`config.mk`:
```
export PLATFORM = sky130hd
export DESIGN_NAME = hack_sram_bridge
export DESIGN_NICKNAME = d
export VERILOG_FILES = /design/src/rtl/hack_sram_bridge.sv
export SDC_FILE = /design/constraint.sdc
export NUM_CORES = 1
export LEC_CHECK = 0
export CORE_MARGIN = 2
export CORE_UTILIZATION = 47
export CTS_BUF_LIST = sky130_fd_sc_hd__clkbuf_8
export DETAILED_ROUTE_END_ITERATION = 10
export DONT_BUFFER_PORTS = 1
export PLACE_DENSITY = 0.7
export SYNTH_ARGS = -nofsm -noshare
export SYNTH_HDL_FRONTEND = slang
export SYNTH_SLANG_ARGS = --single-unit
```
`constraint.sdc`:
```
create_clock -name clk -period 2.3 [get_ports clk]
set_clock_uncertainty 0.15 [all_clocks]
set_input_delay 0.345 -clock clk [delete_from_list [all_inputs] [get_ports clk]]
set_output_delay 0.345 -clock clk [all_outputs]
set_load 0.01 [all_outputs]
```
`src/rtl/hack_sram_bridge.sv`:
```
// Bridges the Hack CPU data-memory port onto the SPI SRAM encoder's request/busy
// handshake, with a one-entry read cache and a request-acknowledge watchdog.
module hack_sram_bridge #(
  parameter int WORD_WIDTH    = 16,
  parameter int ADDRESS_WIDTH = 16,
  parameter int ACK_TIMEOUT   = 8,
  parameter int CACHE_EN      = 1
) (
  input  logic                     clk,
  input  logic                     reset,
  input  logic                     cpu_mem_req,
  input  logic [ADDRESS_WIDTH-1:0] cpu_address,
  input  logic                     cpu_write,
  input  logic [WORD_WIDTH-1:0]    cpu_wdata,
  output logic [WORD_WIDTH-1:0]    cpu_rdata,
  output logic                     cpu_stall,
  output logic                     enc_request,
  input  logic                     enc_busy,
  input  logic                     enc_initialized,
  output logic [ADDRESS_WIDTH-1:0] enc_address,
  output logic                     enc_write_enable,
  output logic [WORD_WIDTH-1:0]    enc_wdata,
  input  logic [WORD_WIDTH-1:0]    enc_rdata,
  output logic                     ack_error
);

  localparam int WDOG_W = $clog2(ACK_TIMEOUT) + 1;
  // Leaving WAIT_BUSY when the counter is at ACK_TIMEOUT-2 makes the re-issue pulse
  // land exactly ACK_TIMEOUT cycles after the ignored one.
  localparam logic [WDOG_W-1:0] WDOG_LAST = WDOG_W'(ACK_TIMEOUT - 2);

  typedef enum logic [2:0] {
    S_WAIT_INIT = 3'd0,
    S_IDLE      = 3'd1,
    S_ISSUE     = 3'd2,
    S_WAIT_BUSY = 3'd3,
    S_WAIT_DONE = 3'd4,
    S_DONE      = 3'd5
  } state_t;

  state_t                   state_q;
  logic [ADDRESS_WIDTH-1:0] enc_address_q;
  logic                     enc_write_enable_q;
  logic [WORD_WIDTH-1:0]    enc_wdata_q;
  logic [WORD_WIDTH-1:0]    rdata_q;
  logic                     cache_valid_q;
  logic [ADDRESS_WIDTH-1:0] cache_tag_q;
  logic [WORD_WIDTH-1:0]    cache_data_q;
  logic                     ack_error_q;
  logic [WDOG_W-1:0]        wdog_q;
  logic                     cache_hit;

  assign cache_hit = (CACHE_EN != 0) && cache_valid_q && (cache_tag_q == cpu_address) && !cpu_write;

  // Stall, zero-wait hit data and the single-cycle encoder request pulse.
  always_comb begin
    cpu_stall   = 1'b1;
    enc_request = 1'b0;
    cpu_rdata   = rdata_q;
    case (state_q)
      S_IDLE: begin
        cpu_stall = cpu_mem_req & ~cache_hit;
        if (cache_hit) begin
          cpu_rdata = cache_data_q;
        end else begin
          cpu_rdata = rdata_q;
        end
      end
      S_ISSUE: enc_request = enc_initialized & ~enc_busy;
      S_DONE:  cpu_stall   = 1'b0;
      default: cpu_stall   = 1'b1;
    endcase
  end

  // Transaction FSM, latched encoder fields, cache and watchdog.
  always_ff @(posedge clk) begin
    if (!reset) begin
      state_q            <= S_WAIT_INIT;
      enc_address_q      <= '0;
      enc_write_enable_q <= 1'b0;
      enc_wdata_q        <= '0;
      rdata_q            <= '0;
      cache_valid_q      <= 1'b0;
      cache_tag_q        <= '0;
      cache_data_q       <= '0;
      ack_error_q        <= 1'b0;
      wdog_q             <= '0;
    end else begin
      case (state_q)
        S_WAIT_INIT: begin
          if (enc_initialized) state_q <= S_IDLE;
        end
        S_IDLE: begin
          if (cpu_mem_req && !cache_hit) begin
            enc_address_q      <= cpu_address;
            enc_write_enable_q <= cpu_write;
            enc_wdata_q        <= cpu_wdata;
            state_q            <= S_ISSUE;
          end
        end
        S_ISSUE: begin
          if (enc_request) begin
            wdog_q  <= '0;
            state_q <= S_WAIT_BUSY;
          end
        end
        S_WAIT_BUSY: begin
          if (enc_busy) begin
            state_q <= S_WAIT_DONE;
          end else begin
            wdog_q <= wdog_q + WDOG_W'(1);
            if (wdog_q == WDOG_LAST) begin
              ack_error_q <= 1'b1;
              state_q     <= S_ISSUE;
            end
          end
        end
        S_WAIT_DONE: begin
          if (!enc_busy) begin
            // Writes allocate too, so a later read of the same word never sees stale data.
            cache_valid_q <= 1'b1;
            cache_tag_q   <= enc_address_q;
            if (enc_write_enable_q) begin
              cache_data_q <= enc_wdata_q;
            end else begin
              cache_data_q <= enc_rdata;
              rdata_q      <= enc_rdata;
            end
            state_q <= S_DONE;
          end
        end
        S_DONE:  state_q <= S_IDLE;
        default: state_q <= S_WAIT_INIT;
      endcase
    end
  end

  assign enc_address      = enc_address_q;
  assign enc_write_enable = enc_write_enable_q;
  assign enc_wdata        = enc_wdata_q;
  assign ack_error        = ack_error_q;

endmodule

```
==> flow_metrics.tcl <==
set metrics [dict create \
    r2r.worst_path.cells 6 \
    routed_wl_um 13390 \
    antenna-diode-count 0 \
    dp.cells 642 \
    die_x_um 103.8 \
    fmax_mhz 403.8 \
    whs_ns 0.01170 \
    drv_slew 0 \
    final_cell_mix "nand4_1 (101), dfxtp_1 (83), nand2_1 (72), dlygate4sd3_1 (46)" \
    rsz0062_at_grt "true" \
    core_um2 9729 \
    rows 36 \
    grt_overflow 0 \
    cts.htree.levels 3 \
    fin_crit_sh_pct 107.7 \
    die_area_um2 10770 \
    clockBufferDepth 2 \
    endpoint_kind "primary output" \
    vias_per_cell 6.229 \
    violations "setup timing" \
    fin_setup_tns_ns -2.671 \
    p_per_area_nw_per_um2 582.7 \
    hold_depth 2 \
    ys_seq_area_share_pct 38.51 \
    worst_skew_pair.late_latency_ns 0.37 \
    area_growth_pct 17.04 \
    final_cells 708 \
    synth.distinct_cells 45 \
    synth_nets 609 \
    grtUsageTotal_pct 24.45 \
    synth_top_area_share_pct 38.51 \
    drive_gt1_share_pct 14.09 \
    synth_top_area_cell "dfxtp_1" \
    worstMarginPinSlew_ns 0.7972 \
    hold_path_class "in -> reg" \
    io_buffer_count 0 \
    drc 0 \
    required_ns 1.80 \
    clkTransAtPathRegs_ns 0.10 \
    setup_viol 17 \
    drt.antenna.violating_nets 0 \
    cp.arrival_ns 1.98 \
    ir_worst_vdd_mv 0.3703 \
    leakage_nw 1.847 \
    first_iter_violations 259 \
    clock_sinks 90 \
    crit_path_start_kind "flip-flop" \
    hold_violations 0 \
    dpl.hpwl_um 7868 \
    ys.flop_type "dfxtp_1" \
    place_ws_ns 0.01717 \
    setup_ws_ns -0.1765 \
    routabilityCongestion 0.8383 \
    layout_commonest_cell "nand4_1" \
    syn-instance-count 553 \
    cts_tree "built" \
    vias 4410 \
    num_io_pins 106 \
    period_needed_ns 2.476 \
    drt_pass1_iterations 6 \
    nets 626 \
    crit_type "reg -> out" \
    avgSynthCellArea_um2 8.460 \
    drv_cap 0 \
    grt_pass1_wl_um 21340 \
    status "finished with violations" \
    synthArstFlopShare_pct 0 \
    crit_fanout 3 \
    start_util_pct 48.08 \
    cts_root_buf "clkbuf_8" \
    ys_seq_elements 90 \
    slew_headroom_pct 46.85 \
    antenna_found_initial 0 \
    grt_max_degree 124 \
    grt_pass1_vias 4200 \
    netlist_area_um2 4678 \
    die_h_um 103.8 \
    synthTopCellsByArea "dfxtp_1 (39%), nand4_1 (14%), nand4b_1 (6.0%), nand2_1 (5.8%), a21oi_1 (3.9%)" \
    synth_warnings 0 \
    wl_per_cell_um 18.92 \
    cts_made_buffers 9 \
    synth_edf_count 0 \
]
==> critical path, cell delays in order (launching register included) <==
cell	delay [ns]
dfxtp_1	0.35
xnor2_2	0.19
nand3_2	0.13
nor3_4	0.30
buf_4	0.17
a21oi_2	0.06
or3b_4	0.40
==> synth_stat cells, types with 2 or more instances <==
cell type  count
buf_1          3
nand4b_1      32
a211oi_1      16
nor2_1        25
dfxtp_1       90
mux2_4         8
mux2_2         8
xnor2_1       16
buf_2         15
nand3_1       36
nand2_1       72
buf_6          4
clkbuf_1      35
buf_4          3
nand2b_1       2
a21oi_1       36
nand4_1      101
nand3b_1       4
xor2_1         2
inv_1          3
ha_1           2
a21o_1         2
mux2i_1       16
==> metrics by stage <==
step / total power (W) / util, % / instance area [µm²]
3_5_place_dp: 0.002027 / 48.20 / 4690
3_3_place_gp: 0.002013 / 48.20 / 4690
2_1_floorplan: 0.001983 / - / 4678
5_1_grt: 0.003327 / 56.28 / 5475
6_report: 0.003190 / 56.28 / 5475
4_1_cts: 0.003214 / 55.59 / 5409
==> final timing paths <==
check	startpoint	to	slack [ns]
max	cache_tag_q[4]	cpu_stall	-0.18
min	cpu_address[3]	enc_address[3]	0.01
min reg2reg	rdata_q[5]	rdata_q[5]	0.31
max reg2reg	cache_tag_q[4]	enc_wdata[10]	0.27
==> final cells by class <==
cell class                      count  area (µm²)
Timing Repair Buffer               66       623.1
Fill cell                         886        4254
Tap cell                          133       166.4
Clock inverter                      6       65.06
Inverter                            4       15.01
Multi-Input combinational cell    399        2658
Clock buffer                       10       137.6
Sequential cell                    90        1810
==> power breakdown <==
group	switching, W	internal [W]	leakage [nW]
clock	0.000581	0.000534	0.108
sequential	0.000104	0.00162	0.733
combinational	0.000179	0.000168	1.01
total	0.000865	0.00233	1.85
==> state kept, by name, indices dropped and copies added, names as in the netlist <==
signal / count
enc_wdata: 16
wdog_q: 4
rdata_q: 16
cache_data_q: 16
state_q: 3
enc_address: 16
cache_valid_q: 1
cache_tag_q: 16
enc_write_enable: 1
ack_error: 1
==> cell families (layout without fill, tap and decap cells) <==
group           Yosys count  count (layout)  share of synthesized area [%]
xor+xnor                 18              18                          3.370
simple gates            287             287                          35.41
compound gates           60              60                          7.836
flops                    90              90                          38.51
mux                      32              32                          7.917
fa+ha+maj                 2               2                         0.5348
buf+inv                  64              86                          6.419
==> repair_timing <==
item	4_1_cts	5_1_grt
resized for setup	6	12
hold endpoints to repair	45	1
hold buffers	45	1
pin swaps	4	3
setup endpoints to repair	17	17
buffers inserted	4	0
==> per-layer routing <==
layer	share of wire (%)	up-vias	track usage, %
met5	0	-	0
met4	1.8	0	10.04
met3	7.2	21	6.167
met2	49	174	41.77
met1	42	2130	29.34
li1	-	2085	-
No activity file was read; power rests on OpenSTA's default activity.
